### config.mk
export PLATFORM = sky130hd
export DESIGN_NAME = blinker_ctrl_flat
export DESIGN_NICKNAME = d
export VERILOG_FILES = /design/src/rtl/blinker_ctrl_pkg.sv /design/src/rtl/blinker_ctrl_if.sv /design/src/rtl/blink_prescaler.sv /design/src/rtl/blinker_ctrl.sv /design/src/flat_wrapper.sv
export SDC_FILE = /design/constraint.sdc
export NUM_CORES = 1
export LEC_CHECK = 0
export ABC_AREA = 1
export CAP_MARGIN = 40
export CORE_ASPECT_RATIO = 0.9
export CORE_UTILIZATION = 57
export DETAILED_ROUTE_END_ITERATION = 7
export GPL_TIMING_DRIVEN = 0
export PLACE_DENSITY = 0.82
export SLEW_MARGIN = 5
export SYNTH_ARGS = -nofsm -noshare
export SYNTH_HDL_FRONTEND = slang
export SYNTH_SLANG_ARGS = --single-unit
### constraint.sdc
create_clock -name clk -period 1.6 [get_ports clk]
set_input_delay 0.16 -clock clk [delete_from_list [all_inputs] [get_ports clk]]
set_output_delay 0.16 -clock clk [all_outputs]
set_load 0.01 [all_outputs]
### src/rtl/blinker_ctrl_pkg.sv
// Shared types for the turn-signal/hazard controller: FSM states, Status codes and lever codes.
package blinker_ctrl_pkg;

  typedef enum logic [2:0] {
    S_IDLE   = 3'd0,
    S_RIGHT  = 3'd1,
    S_LEFT   = 3'd2,
    S_HAZARD = 3'd3,
    S_COMF_R = 3'd4,
    S_COMF_L = 3'd5
  } state_t;

  localparam logic [1:0] ST_IDLE = 2'b00;
  localparam logic [1:0] ST_R    = 2'b01;
  localparam logic [1:0] ST_L    = 2'b10;
  localparam logic [1:0] ST_HAZ  = 2'b11;

  localparam logic [1:0] LEV_OFF = 2'b00;
  localparam logic [1:0] LEV_R   = 2'b01;
  localparam logic [1:0] LEV_L   = 2'b10;
  localparam logic [1:0] LEV_INV = 2'b11;

  // Comfort states report the direction they are finishing.
  function automatic logic [1:0] status_of(state_t s);
    logic [1:0] st;
    st = ST_IDLE;
    case (s)
      S_RIGHT, S_COMF_R: st = ST_R;
      S_LEFT,  S_COMF_L: st = ST_L;
      S_HAZARD:          st = ST_HAZ;
      default:           st = ST_IDLE;
    endcase
    return st;
  endfunction

endpackage

### src/rtl/blinker_ctrl_if.sv
// Switch-input / lamp-output bundle of the blinker controller.
interface blinker_ctrl_if #(
  parameter int FCNT_W = 4
);
  logic              E;
  logic [1:0]        ADI;
  logic              tick;
  logic              blink;
  logic              D;
  logic              I;
  logic [1:0]        Status;
  logic [FCNT_W-1:0] flash_cnt;

  modport master (
    output E, ADI,
    input  tick, blink, D, I, Status, flash_cnt
  );

  modport slave (
    input  E, ADI,
    output tick, blink, D, I, Status, flash_cnt
  );
endinterface

### src/rtl/blink_prescaler.sv
// Half-period timebase: free-running tick, blink phase toggled on each wrap while running.
module blink_prescaler #(
  parameter int HALF = 10
) (
  input  logic clk,
  input  logic reset,
  input  logic clr,
  input  logic run,
  output logic tick,
  output logic blink
);
  localparam int CW = $clog2(HALF);
  localparam logic [CW-1:0] LAST = CW'(HALF - 1);

  logic [CW-1:0] cnt;

  assign tick = (cnt == LAST);

  // clr restarts the phase: count from 0 with lamps on (unless stopping).
  always_ff @(posedge clk or negedge reset) begin
    if (!reset) begin
      cnt   <= '0;
      blink <= 1'b0;
    end else if (clr) begin
      cnt   <= '0;
      blink <= run;
    end else begin
      cnt <= tick ? '0 : cnt + CW'(1);
      if (!run)
        blink <= 1'b0;
      else if (tick)
        blink <= ~blink;
    end
  end
endmodule

### src/rtl/blinker_ctrl.sv
// Turn-signal/hazard controller: input sync + debounce, mode FSM, lamp drive.
// Optional lane-change comfort flashing is enabled by defining COMFORT_BLINK_EN.
module blinker_ctrl
  import blinker_ctrl_pkg::*;
#(
  parameter int CLK_HZ   = 50_000_000,
  parameter int BLINK_HZ = 1,
  parameter int DEB_CYC  = 16,
  parameter int COMF_N   = 3,
  parameter int FCNT_W   = 4
) (
  input logic           clk,
  input logic           reset,
  blinker_ctrl_if.slave bus
);
  localparam int HALF = CLK_HZ / (2 * BLINK_HZ);
  localparam int DW   = $clog2(DEB_CYC + 1);
  localparam logic [DW-1:0]     DEB_MAX  = DW'(DEB_CYC);
  localparam logic [FCNT_W-1:0] FMAX     = '1;
  localparam logic [FCNT_W-1:0] COMF_LIM = FCNT_W'(COMF_N);
`ifdef COMFORT_BLINK_EN
  localparam bit COMF_EN = 1'b1;
`else
  localparam bit COMF_EN = 1'b0;
`endif

  logic [2:0]    sync_p0, sync_p1;
  logic          e_last, e_acc;
  logic [1:0]    lev_last, lev_acc, lev;
  logic [DW-1:0] e_run, lev_run, e_run_nxt, lev_run_nxt;

  // Run length of identical synchronised samples, saturating at DEB_CYC.
  assign e_run_nxt   = (sync_p1[2] != e_last) ? DW'(1) :
                       ((e_run == DEB_MAX) ? DEB_MAX : e_run + DW'(1));
  assign lev_run_nxt = (sync_p1[1:0] != lev_last) ? DW'(1) :
                       ((lev_run == DEB_MAX) ? DEB_MAX : lev_run + DW'(1));

  always_ff @(posedge clk or negedge reset) begin
    if (!reset) begin
      sync_p0  <= '0;
      sync_p1  <= '0;
      e_last   <= 1'b0;
      e_acc    <= 1'b0;
      e_run    <= '0;
      lev_last <= LEV_OFF;
      lev_acc  <= LEV_OFF;
      lev_run  <= '0;
    end else begin
      sync_p0  <= {bus.E, bus.ADI};
      sync_p1  <= sync_p0;
      e_last   <= sync_p1[2];
      e_run    <= e_run_nxt;
      lev_last <= sync_p1[1:0];
      lev_run  <= lev_run_nxt;
      if (e_run_nxt == DEB_MAX)
        e_acc <= sync_p1[2];
      if (lev_run_nxt == DEB_MAX)
        lev_acc <= sync_p1[1:0];
    end
  end

  state_t            state, nxt;
  logic              clr, run, tick, blink, lamp_r, lamp_l;
  logic [1:0]        status;
  logic [FCNT_W-1:0] fcnt;

  assign lev = (lev_acc == LEV_INV) ? LEV_OFF : lev_acc;

  always_comb begin
    nxt = S_IDLE;
    if (e_acc)
      nxt = S_HAZARD;
    else if (lev == LEV_R)
      nxt = S_RIGHT;
    else if (lev == LEV_L)
      nxt = S_LEFT;
    else if (COMF_EN && fcnt < COMF_LIM) begin
      if (state == S_RIGHT || state == S_COMF_R)
        nxt = S_COMF_R;
      else if (state == S_LEFT || state == S_COMF_L)
        nxt = S_COMF_L;
    end
  end

  // Entering comfort keeps the running phase; every other change restarts it.
  assign clr = (nxt != state) && (nxt != S_COMF_R) && (nxt != S_COMF_L);
  assign run = (nxt != S_IDLE);

  blink_prescaler #(.HALF(HALF)) u_pre (
    .clk   (clk),
    .reset (reset),
    .clr   (clr),
    .run   (run),
    .tick  (tick),
    .blink (blink)
  );

  // Comfort exits the cycle after flash_cnt shows COMF_N, so the count is visible once.
  always_ff @(posedge clk or negedge reset) begin
    if (!reset) begin
      state  <= S_IDLE;
      status <= ST_IDLE;
      lamp_r <= 1'b0;
      lamp_l <= 1'b0;
      fcnt   <= '0;
    end else begin
      state  <= nxt;
      status <= status_of(nxt);
      lamp_r <= (nxt == S_RIGHT) || (nxt == S_COMF_R) || (nxt == S_HAZARD);
      lamp_l <= (nxt == S_LEFT)  || (nxt == S_COMF_L) || (nxt == S_HAZARD);
      if (clr)
        fcnt <= '0;
      else if (run && tick && blink && fcnt != FMAX)
        fcnt <= fcnt + FCNT_W'(1);
    end
  end

  assign bus.tick      = tick;
  assign bus.blink     = blink;
  assign bus.D         = blink & lamp_r;
  assign bus.I         = blink & lamp_l;
  assign bus.Status    = status;
  assign bus.flash_cnt = fcnt;
endmodule

### src/flat_wrapper.sv
// flat-port wrapper written by rule: the top's interface ports become plain ports
module blinker_ctrl_flat import blinker_ctrl_pkg::*;
#(
  parameter int CLK_HZ   = 50_000_000,
  parameter int BLINK_HZ = 1,
  parameter int DEB_CYC  = 16,
  parameter int COMF_N   = 3,
  parameter int FCNT_W   = 4
)
  (clk, reset, bus_E, bus_ADI, bus_tick, bus_blink, bus_D, bus_I, bus_Status, bus_flash_cnt);
  blinker_ctrl_if #(.FCNT_W(FCNT_W)) bus_i ();
  input logic clk;
  input logic reset;
  input wire logic [$bits(bus_i.E)-1:0] bus_E;
  input wire logic [$bits(bus_i.ADI)-1:0] bus_ADI;
  output wire logic [$bits(bus_i.tick)-1:0] bus_tick;
  output wire logic [$bits(bus_i.blink)-1:0] bus_blink;
  output wire logic [$bits(bus_i.D)-1:0] bus_D;
  output wire logic [$bits(bus_i.I)-1:0] bus_I;
  output wire logic [$bits(bus_i.Status)-1:0] bus_Status;
  output wire logic [$bits(bus_i.flash_cnt)-1:0] bus_flash_cnt;
  assign bus_i.E = bus_E;
  assign bus_i.ADI = bus_ADI;
  assign bus_tick = bus_i.tick;
  assign bus_blink = bus_i.blink;
  assign bus_D = bus_i.D;
  assign bus_I = bus_i.I;
  assign bus_Status = bus_i.Status;
  assign bus_flash_cnt = bus_i.flash_cnt;
  blinker_ctrl #(.CLK_HZ(CLK_HZ), .BLINK_HZ(BLINK_HZ), .DEB_CYC(DEB_CYC), .COMF_N(COMF_N), .FCNT_W(FCNT_W)) u_core (.clk(clk), .reset(reset), .bus(bus_i));
endmodule
# After elaboration in Yosys (flattened, before gate mapping)
# Index checks and enable logic that the tools add are counted.
classes:
  bitwise: 3
  reduce_logical: 13
  mux: 16
  eq_ne: 20
  n_addsub: 4
op_table:
  columns: ["operator", "n"]
  rows:
  - ["2-to-1 mux 25 bit", 2]
  - ["adder 25 x 1 -> 25 bit (second input constant)", 1]
  - ["equality test 25 bit (second input constant)", 1]
  - ["equality test 5 bit (second input constant)", 4]
  - ["2-to-1 mux 5 bit", 4]
  - ["adder 5 x 1 -> 5 bit (second input constant)", 2]
  - ["2-to-1 mux 4 bit", 2]
  - ["equality test 3 x 2 -> 1 bit (second input constant)", 2]
  - ["equality test 3 bit (second input constant)", 2]
  - ["2-to-1 mux 3 bit", 2]
  - ["!= test 3 bit (second input constant)", 2]
  - ["one-hot mux 2 bit (3 select lines)", 1]
  - ["logical AND 1 bit", 5]
  - ["adder 4 x 1 -> 4 bit (second input constant)", 1]
  - ["equality test 2 bit (second input constant)", 2]
  - ["logical OR 1 bit", 4]
  - ["2-to-1 mux 2 bit", 2]
  - ["!= test 4 bit (second input constant)", 1]
  - ["OR reduction 2 bit", 2]
  - ["equality test 3 x 1 -> 1 bit (second input constant)", 1]
  - ["2-to-1 mux 1 bit", 3]
  - ["!= test 3 x 2 -> 1 bit (second input constant)", 1]
  - ["!= test 3 bit", 1]
  - ["nonzero test 3 bit", 1]
  - ["6 further kinds", 7]
word_totals:
  in_bits: 5
  wordCells: 71
  regBits: 59
  output_inout_bits: 10

# Depth between registers and ports, before layout
logic_depth:
  ltp_word: 12
  ltp_mapped: 11
  ltp_nobuf: 11

# Modules after synthesis
# From an unflattened synthesis, not the netlist that was laid out.
unflattened:
  hier_cells: 387
  area_unflattened_um2: 3156.8
modules_own_cells:
  columns: ["mod", "seq_area_each_um2", "n_inst", "cells_each", "area_each_um2"]
  rows:
  - ["blink_prescaler", 650.6, 1, 220, 1626.6]
  - ["blinker_ctrl", 750.7, 1, 167, 1530.2]

# Worst setup path after synthesis
# Ideal clock, no wire load.
synth_timing:
  kind: "reg-to-reg"
  startpoint: "reg u_core.u_pre.cnt[0]"
  endpoint: "reg u_core.u_pre.cnt[12]"
  stages_incl_launch_ff: 10
  path_slack_ps: 129
  required_time_ps: 1481
  path_buffers: 1
  setup_ps: 119
  arrival_ps: 1353
  synth_period_minus_slack_ps: 1471
  path_cell_list: "dfrtp_1 > ha_1 > nand2_1 > nor2_1 > nand2_2 > nor2_4 > nand2_4 > nand2_4 > buf_6 > nor2_1"
synth_via:
  elab_chain_cells: 3
  elab_cells_between_ends: 4
  cone_classes: "add/sub (1); eq/ne (1); mux (2)"
synth_lines:
  columns: ["element", "line", "text"]
  rows:
  - ["start: declaration", "blink_prescaler.sv:15", "logic [CW-1:0] cnt;"]
  - ["start signal: assignment", "blink_prescaler.sv:28", "cnt <= tick ? '0 : cnt + CW'(1);"]
  - ["adder 25 x 1 -> 25 bit / equality test 25 bit (equally long branches)", "blink_prescaler.sv:28, blink_prescaler.sv:17", null]
  - ["2-to-1 mux 25 bit *", "blink_prescaler.sv:28", null]
  - ["2-to-1 mux 25 bit *", "blink_prescaler.sv:24", "end else if (clr) begin"]
# Mark *: on every way between the ends. The rest lies on a longest branch, timed or not.
# A chain may end at the register's enable or synchronous reset.

# Worst setup path after layout
layout_timing:
  startpoint: "reg u_core.u_pre.cnt[1]"
  endpoint: "out bus_tick"
layout_via:
  elab_chain_cells: 1
layout_lines:
  columns: ["element", "line", "text"]
  rows:
  - ["equality test 25 bit", "blink_prescaler.sv:17", "assign tick = (cnt == LAST);"]
  - ["end: declaration", "flat_wrapper.sv:16", "output wire logic [$bits(bus_i.tick)-1:0] bus_tick;"]
# No other way between the ends.

==> qor.csv <==
metric;value;unit
run status;finished, final reports clean;
reg2reg path depth;10;
final worst-path setup slack;0.00544;ns
height of the die;70.8;um
kind of path behind the tightest hold check;input pin to flip-flop;
worst hold margin;0.277;ns
antenna violations before repair;0;
vias per cell;5.39;
start point of the critical path;u_core.u_pre.cnt[1];
final wirelength;6870;um
Final Core Density;0.719;
total CTS buffers;5;
CTS tree;done;
die outline area;5550;um2
nets;451;
number of distinct library cells after synthesis;28;
row count;24;
I/O Buffers;14;
worst skew pair latency;0.31;ns
Final period util;0.997;
data arrival time of the critical path;1.43;ns
mux cell area share after synthesis;0;
Area growth, synth to finish;19.0;%
cell at the root of the clock tree;sky130_fd_sc_hd__clkbuf_8;
TritonCTS sink count;56;
minimum clock period after layout;1.59;ns
Post-Synthesis Cells;399;
power per standard cell area;858;nW/um2
Yosys reg bits;56;
Final TNS setup;0;ns
Tightest Pin Transition;0.515;ns
clock-pin slew of the registers on the worst-case setup and hold paths;0.10;ns
fill cell instance count of the final layout;387;
via count of the first global-routing pass;2557;
Setup Viol. Count Final;0;
H-Tree Depth;2;
leading cell type in the layout, fill and taps excluded;sky130_fd_sc_hd__nand2_1;
worst hold path depth;1;
DPL Wire Length;4630;um
main combinational cell family by area after synthesis;simple AND/OR/NAND/NOR gates;
share of layout cells above drive strength 1;0.166;
Post-route DRC;0;
RSZ-0062 raised after global routing;yes;
portion of the post-synthesis area used by sequential elements;0.468;
area of the mapped netlist;3000;um2
maximum resistive drop on vdd;602;uV
Top Ports;15;
largest net degree at the start of global routing;37;
CP max FO;2;
share of the synthesized area in compound gates (AO/OA/AOI/OAI);0.0100;
routed length per instance;13.6;um
number of nets with antenna violations after detailed routing;0;
crit path to;bus_tick;
capturing point of the worst reg2reg path;u_core.u_pre.cnt[13];
count of routing violations after the opening detailed-route iteration;329;
core area;4950;um2
adder-cell share of the synthesized area;0.0251;
warnings from Yosys;0;
critical path required time;1.44;ns
leading cell types in the layout, fill and taps excluded;sky130_fd_sc_hd__nand2_1 (106), sky130_fd_sc_hd__nor2_1 (75), sky130_fd_sc_hd__dfrtp_1 (52);
max cap viols;0;
Max Transition Viols Final;0;
Die Width;78.4;um
Post-Synth XOR/XNOR Area;0.0409;
global-route total usage across every layer;0.261;
Highest Clock Rate;627;MHz
critical path type;flip-flop to output port;
number of detailed-route iterations in the first pass;5;
post-synthesis share of cell area spent on and, or, nand and nor gates;0.381;
pre-CTS setup slack;-0.352;ns
number of diodes;0;
GP Congestion;0.973;
total congestion overflow after global routing;0;
wire length of the first global-routing pass;11200;um
type of element launching the critical path;flip-flop;
final clock skew;0.00769;ns
number of vias in the routed layout;2729;
headroom to the max-slew limit;0.657;
initial core utilization;0.605;
Lkg Pwr;1.76;nW
setup slack on the worst flop-to-flop path;0.05;ns
number of nets in the synthesized netlist;410;
maximum buffer depth of the clock tree;2;
startpoint of the worst register-to-register path;u_core.u_pre.cnt[1];
capturing element type of the critical path;output port;
final hold violations;0;
Synth Area per Inst;7.51;um2
## state kept, by name, summed over array words and instances, names as in the netlist
name                  flops
u_core.e_last             1
u_core.bus.flash_cnt      4
u_core.bus.Status         1
u_core.lamp_l             1
u_core.lev_acc            2
u_core.e_run              5
u_core.u_pre.blink        1
u_core.lev_run            5
u_core.sync_p1            3
u_core.lev_last           2
u_core.u_pre.cnt         25
u_core.sync_p0            3
u_core.state              2
u_core.e_acc              1
## final cells by class
class | count | area [um2] | area share
inverter | 51 | 196 | 0.0551
multi-input combinational | 288 | 1440 | 0.403
buffer | 4 | 35.0 | 0.00983
clock buffer | 5 | 68.8 | 0.0193
timing repair buffer | 34 | 319 | 0.0895
clock inverter | 3 | 21.3 | 0.00597
sequential | 56 | 1410 | 0.395
tap | 65 | 81.3 | 0.0228
## kinds of logic (layout without fill, tap and decap cells)
| family | count (synthesis) | after routing |
|---|---|---|
| buf+inv | 55 | 97 |
| fa+ha+maj | 6 | 6 |
| simple gates | 263 | 263 |
| compound gates | 5 | 5 |
| xor+xnor | 14 | 14 |
| flops | 56 | 56 |
## repair_timing
item,CTS,global route
pin swaps,4,3
hold buffers,1,0
hold endpoints to repair,20,0
endpoints found under the setup margin,16,28
resized for setup,12,24
buffers inserted,4,13
cloned,0,1
## report_power, final
| group | internal (mW) | leakage [nW] | switching (mW) |
|---|---|---|---|
| clock network | 0.311 | 0.0445 | 0.463 |
| logic | 0.275 | 0.985 | 0.341 |
| registers | 1.54 | 0.729 | 0.130 |
## critical path: stages (launching register included)
cell and delay (ns):
sky130_fd_sc_hd__dfrtp_1 0.37, sky130_fd_sc_hd__ha_2 0.19, sky130_fd_sc_hd__nand2_2 0.08, sky130_fd_sc_hd__nor2_4 0.10, sky130_fd_sc_hd__nand2_2 0.08, sky130_fd_sc_hd__nor2_4 0.10, sky130_fd_sc_hd__nand2_4 0.06, sky130_fd_sc_hd__inv_2 0.05
sky130_fd_sc_hd__buf_6 0.09
## worst min-delay path by stage
stage,from,endpoint,slack (ns)
final,bus_ADI[0],u_core.sync_p0[0],0.28
after floorplan,reset,u_core.bus.Status[0],-0.14
after detailed placement,reset,u_core.e_run[0],0.17
after global routing,bus_ADI[1],u_core.sync_p0[1],0.26
after CTS,bus_ADI[0],u_core.sync_p0[0],0.27
after global placement,u_core.sync_p0[1],u_core.sync_p1[1],0.33
## per-layer routing
metal	share of wire	up-vias	wire, um	track usage
met1	0.44	1279	3020	0.351
met2	0.47	112	3200	0.428
met3	0.074	17	509	0.0568
li1	-	1321	-	-
met4	0.021	0	142	0.0782
met5	0	-	0	0
## stage by stage
stage | total power, mW | cell area [um2] | std cells
floorplan | 2.01 | 3000 | 399
global placement | 2.11 | 3220 | 478
detailed placement | 2.14 | 3230 | 479
CTS | 2.96 | 3380 | 492
global route | 3.25 | 3560 | 506
finish | 3.06 | 3560 | 506
## synthesized netlist by cell type
cell,count,area share
sky130_fd_sc_hd__and3_1,1,0.0021
sky130_fd_sc_hd__o21ai_0,1,0.0017
sky130_fd_sc_hd__xnor2_1,5,0.015
sky130_fd_sc_hd__and2_1,1,0.0021
sky130_fd_sc_hd__nor3_1,7,0.012
sky130_fd_sc_hd__nor2_2,3,0.0063
sky130_fd_sc_hd__inv_4,1,0.0021
sky130_fd_sc_hd__inv_2,1,0.0013
sky130_fd_sc_hd__nor2_1,83,0.10
sky130_fd_sc_hd__ha_1,6,0.025
sky130_fd_sc_hd__nand3b_1,2,0.0050
sky130_fd_sc_hd__buf_4,2,0.0050
sky130_fd_sc_hd__xor2_1,9,0.026
sky130_fd_sc_hd__buf_2,1,0.0017
sky130_fd_sc_hd__a31oi_1,1,0.0021
sky130_fd_sc_hd__nand2_4,3,0.011
sky130_fd_sc_hd__buf_6,1,0.0038
sky130_fd_sc_hd__nor3b_1,2,0.0050
sky130_fd_sc_hd__nand4_1,9,0.019
sky130_fd_sc_hd__nand2_1,110,0.14
sky130_fd_sc_hd__nand3_1,36,0.060
sky130_fd_sc_hd__nand2_2,3,0.0063
sky130_fd_sc_hd__dfrtp_1,56,0.47
sky130_fd_sc_hd__a21oi_2,1,0.0029
sky130_fd_sc_hd__a21oi_1,2,0.0033
sky130_fd_sc_hd__inv_1,49,0.061
sky130_fd_sc_hd__nor2_4,1,0.0038
sky130_fd_sc_hd__nor3_2,2,0.0067
No activity file was read; power rests on OpenSTA's default activity.
==> RTL change 1, RTL diff (config.mk and constraints unchanged) <==
The option `COMFORT_BLINK_EN` is turned on by a define.
--- a/src/rtl/blinker_ctrl.sv
+++ b/src/rtl/blinker_ctrl.sv
@@ -1,5 +1,7 @@
 // Turn-signal/hazard controller: input sync + debounce, mode FSM, lamp drive.
 // Optional lane-change comfort flashing is enabled by defining COMFORT_BLINK_EN.
+`define COMFORT_BLINK_EN
+
 module blinker_ctrl
   import blinker_ctrl_pkg::*;
 #(
Behaviour: same outputs for any inputs over 10 cycles, from zero or initial values and one cycle with reset low; that may be too few to reach the edited logic, so the function may still have changed.
==> RTL change 1 against the unedited design <==
The run now ends with negative setup slack left. Fmax is 19% lower. Routed wire length is 54% higher. Sequential cell count rose by 3. Area after synthesis rose by 6.7%. First-iteration DRC count grew 39%. Setup slack worse by 0.37 ns. Critical path depth is 2 lower. Cell area up 23%. Critical path type is now flop to flop. Critical endpoint is now u_core.u_pre.cnt[22]. Largest cell class unchanged.
Power is not compared: it rests on default switching activity, and its combinational part moved more than twofold at a synthesized area within 25%.
==> RTL change 1: results (changes against the unedited design) <==
* WL final at 10600 µm (+54%)
* Initial drt markers at 456 (+39%)
* DP Worst Slack at -0.400 ns (-0.0482 ns)
* Initial antenna violation count at 0 (unchanged)
* Register area share after synthesis at 46.2% (-0.58 points)
* # resized after CTS at 48 (+36)
* Vias in the first global route at 2913 (+14%)
* Layout Skew at 0.0226 ns (+0.0149 ns)
* M2 GR Usage at 50.3% (+7.5 points)
* Share of cells above drive strength 1 at 36.6% (+20 points)
* Setup slack after layout at -0.360 ns (-0.365 ns)
* Grt met1 use at 39.2% (+4.0 points)
* Syn nets at 387 (-5.6%)
* Max FO, Critical Path at 6 (+4)
* Largest net degree at the start of global routing at 38 (+2.7%)
* Relative slew margins at 61.6% (-4.0 points)
* Top sig layer: met4
* Reg2reg path depth at 6 (-4)
* Failing checks: negative setup slack
* Clk Latency, worst-skew pair at 0.36 ns (+0.05 ns)
* Endpoints failing setup at 34 (+34)
* DR WL met2 at 4960 µm (+55%)
* Worst-path cell with the longest stage delay: dfrtp_2
* First-pass GRT wire length at 13800 µm (+22%)
* Top cells by count, synth: nand2_1, dfrtp_1, nor2_1
* Num CTS Buffers at 9 (+4)
* Synth top area cells: dfrtp_1, nand2_1, nor2_1
* Clock transition at path regs at about 0.090 ns
* Vias/cell at 6.21 (+15%)
* Met3 GRT Util at 9.75% (+4.1 points)
* Final Non-Filler Cells at 521 (+3.0%)
* Cells after Synth at 376 (-5.8%)
* Post-CTS setup buffers at 30 (+26)
* Area of placed instances at 3440 µm² (+6.5%)
* Gr usage total at 32.1% (+6.0 points)
* CP Data Arrival Time at 2.20 ns (+0.77 ns)
* DP HPWL at 4460 µm (-3.6%)
* Setup TNS at -7.73 ns (-7.73 ns)
* Gp weighted congestion at 0.950 (-2.3%)
* Largest registers: u_core.u_pre.cnt (25), u_core.e_run (5), u_core.lev_run (5)
* DRT met1 WL at 3840 µm (+27%)
* Status: finished, violations left
* Synth cell types at 37 (+32%)
-- RTL change 1: path summary, 6_finish.rpt --
kind,startpoint,to,slack (ns)
min reg2reg,u_core.sync_p0[1],u_core.sync_p1[1],0.35
min,bus_E,u_core.sync_p0[2],0.24
min in group asynchronous,reset,u_core.u_pre.cnt[23],0.33
max in group asynchronous,reset,u_core.u_pre.cnt[7],0.66
max reg2reg,u_core.u_pre.cnt[6],u_core.u_pre.cnt[22],-0.36
max,u_core.u_pre.cnt[6],u_core.u_pre.cnt[22],-0.36
-- RTL change 1: cell type report --
type / instances / area (µm²)
clock inverter: 7 / 124
buffer: 3 / 46.3
clock buffer: 9 / 124
sequential: 59 / 1480
tap: 67 / 83.8
fill: 254 / 950
timing repair buffer: 62 / 569
inverter: 60 / 230
multi-input combinational: 254 / 1710
-- RTL change 1: kinds of logic after synthesis --
group           share of synthesized area (%)
simple gates                             33.3
buf+inv                                  8.07
fa+ha+maj                                2.35
compound gates                           4.03
xor+xnor                                 6.03
flops                                    46.2
==> RTL change 2, RTL diff (config.mk and constraints unchanged) <==
Made on the original files. The 6 states of `state_t` get a Gray code encoding in 3 bits.
--- a/src/rtl/blinker_ctrl_pkg.sv
+++ b/src/rtl/blinker_ctrl_pkg.sv
@@ -2,12 +2,12 @@
 package blinker_ctrl_pkg;
 
   typedef enum logic [2:0] {
-    S_IDLE   = 3'd0,
-    S_RIGHT  = 3'd1,
-    S_LEFT   = 3'd2,
-    S_HAZARD = 3'd3,
-    S_COMF_R = 3'd4,
-    S_COMF_L = 3'd5
+    S_IDLE   = 3'b000,
+    S_RIGHT  = 3'b001,
+    S_LEFT   = 3'b011,
+    S_HAZARD = 3'b010,
+    S_COMF_R = 3'b110,
+    S_COMF_L = 3'b111
   } state_t;
 
   localparam logic [1:0] ST_IDLE = 2'b00;
Check against the original RTL: no difference found for any inputs over 10 cycles, from zero or initial values and one cycle with reset low; not proved beyond that.
==> RTL change 2 against the unedited design <==
The flow now finishes with violations (negative setup slack). Area after synthesis grew 0.79%. Sequential cell count down 1. Cell area increased by 5.0%. Die area is 0.78% higher. Routed wire length increased by 4.6%. Total power increased by 9.5%. Clock skew fell by 0.0017 ns. First-iteration DRC count decreased by 39%. Setup slack worse by 0.059 ns. Critical path type is now flop to flop. Critical endpoint is now u_core.bus.flash_cnt[3]. Largest power group unchanged.
==> RTL change 2: results (changes against the unedited design) <==
* Status: finished, violations left
* Failing checks: negative setup slack
* DR WL met2 at 3660 µm (+14%)
* Relative slew margins at 67.5% (+1.9 points)
* Final design utilization at 75.5% (+3.6 points)
* Leakage at 0.00180 µW (+2.1%)
* Cells after Synth at 389 (-2.5%)
* Peak supply drop at 0.000882 V (+46%)
* Gr usage total at 24.8% (-1.3 points)
* Gp weighted congestion at 0.932 (-4.2%)
* WHS Endpoint: u_core.sync_p0[2]
* Top cells by count, synth: nand2_1, nor2_1, dfrtp_1
* Sequential cell area share at 36.8% (-2.6 points)
* Syn. warnings at 0 (unchanged)
* Top sig layer: met4
* Grt met1 use at 33.5% (-1.7 points)
* Fillers at 327 (-16%)
* Non-clk bufs at 37 (-2.6%)
* Register area share after synthesis at 45.6% (-1.2 points)
* CP Data Arrival Time at 1.86 ns (+0.43 ns)
* Setup slack after layout at -0.0539 ns (-0.0593 ns)
* Multi-input combinational area share at 43.5% (+3.2 points)
* Multi-In Gates at 282 (-2.1%)
* Layout Skew at 0.00601 ns (-0.00168 ns)
* Initial antenna violation count at 0 (unchanged)
* Syn nets at 402 (-2.0%)
* Placed cells at 469 (-2.1%)
* Endpoints failing setup at 9 (+9)
* M2 GR Usage at 41.4% (-1.4 points)
* Area of placed instances at 3260 µm² (+0.74%)
* Worst Hold Slack at 0.279 ns (+0.00278 ns)
* DRT met1 WL at 3070 µm (+1.9%)
* Synth cell types at 30 (+7.1%)
* Reg2reg start: u_core.lev_acc[1]
* DP Worst Slack at -0.304 ns (+0.0474 ns)
* RR Endpoint: u_core.bus.flash_cnt[3]
* Synthesis-stage register bit count at 55 (-1.8%)
* Vias in the first global route at 2334 (-8.7%)
* Buffering overhead at 9.50% (-0.44 points)
* Total number of vias at 2692 (-1.4%)
* Largest net degree at the start of global routing at 36 (-2.7%)
* PortBufs at 14 (unchanged)
* Final Non-Filler Cells at 495 (-2.2%)
* Reg2reg path depth at 9 (-1)
* Clock buffers at 6 (+1)
* Logic inverters at 48 (-5.9%)
* Synth top area cells: dfrtp_1, nand2_1, nor2_1
* Nets@finish at 442 (-2.0%)
* Initial drt markers at 200 (-39%)
* Max FO, Critical Path at 5 (+3)
* First-pass GRT wire length at 10700 µm (-5.3%)
* Share of cells above drive strength 1 at 21.4% (+4.8 points)
* Clock network area share at 3.14% (+0.61 points)
* Hold Startpoint: bus_E
* Setup TNS at -0.203 ns (-0.203 ns)
* Metal3 WL at 388 µm (-24%)
* Met3 GRT Util at 4.77% (-0.90 points)
* DP HPWL at 4640 µm (+0.24%)
* Routed WL per cell at 14.5 µm (+7.0%)
==> RTL change 2: changes by cell type after synthesis, moves of 5 or more <==
cell and change:
a21oi_1 +6, nor2_4 +5, nand3_1 -8, nand2_1 -18
==> RTL change 2: worst max path at each step <==
stage,startpoint,endpoint,slack (ns),depth (start not counted)
floorplan,u_core.lev_acc[0],u_core.u_pre.blink,0.007,9
finish,u_core.lev_acc[1],u_core.bus.flash_cnt[3],-0.05,9
global route,u_core.lev_acc[1],u_core.bus.flash_cnt[3],-0.11,10
CTS,u_core.lev_acc[0],u_core.bus.flash_cnt[3],-0.06,9
detailed placement,u_core.u_pre.cnt[0],bus_tick,-0.30,6
global placement,reset,u_core.u_pre.cnt[21],-1.20,1
==> RTL change 2: kinds of logic (layout without fill, tap and decap cells) <==
kind of cell             Yosys count  after routing  synth area share, %
AO/OA/AOI/OAI                     16             16                 3.03
flip-flops                        55             55                 45.6
AND/OR/NAND/NOR                  245            245                 36.9
adder cells (fa/ha/maj)            8              8                 3.32
XOR/XNOR                          13             13                 4.02
buffers and inverters             52             93                 7.13
==> RTL change 2: worst max-delay path: stages, from the launching register on <==
cell	delay [ns]
dfrtp_1	0.42
ha_4	0.25
nor2_4	0.12
xnor2_2	0.13
nand2_2	0.15
inv_4	0.14
nand2_8	0.08
buf_8	0.15
nand3_4	0.06
nand2_2	0.06
==> RTL change 2: timing repair <==
item	4_1_cts	5_1_grt
hold buffers	1	0
endpoints found under the hold margin	20	0
gates cloned	0	1
gates resized for setup	21	41
pin swaps	11	14
endpoints found under the setup margin	29	32
setup buffers	10	6
==> RTL change 2: report_power, final <==
part | leakage [µW] | internal [µW] | switching (µW)
registers | 0.000717 | 1520 | 128
logic | 0.00102 | 292 | 450
clock network | 0.0000612 | 507 | 454
total | 0.00180 | 2320 | 1030
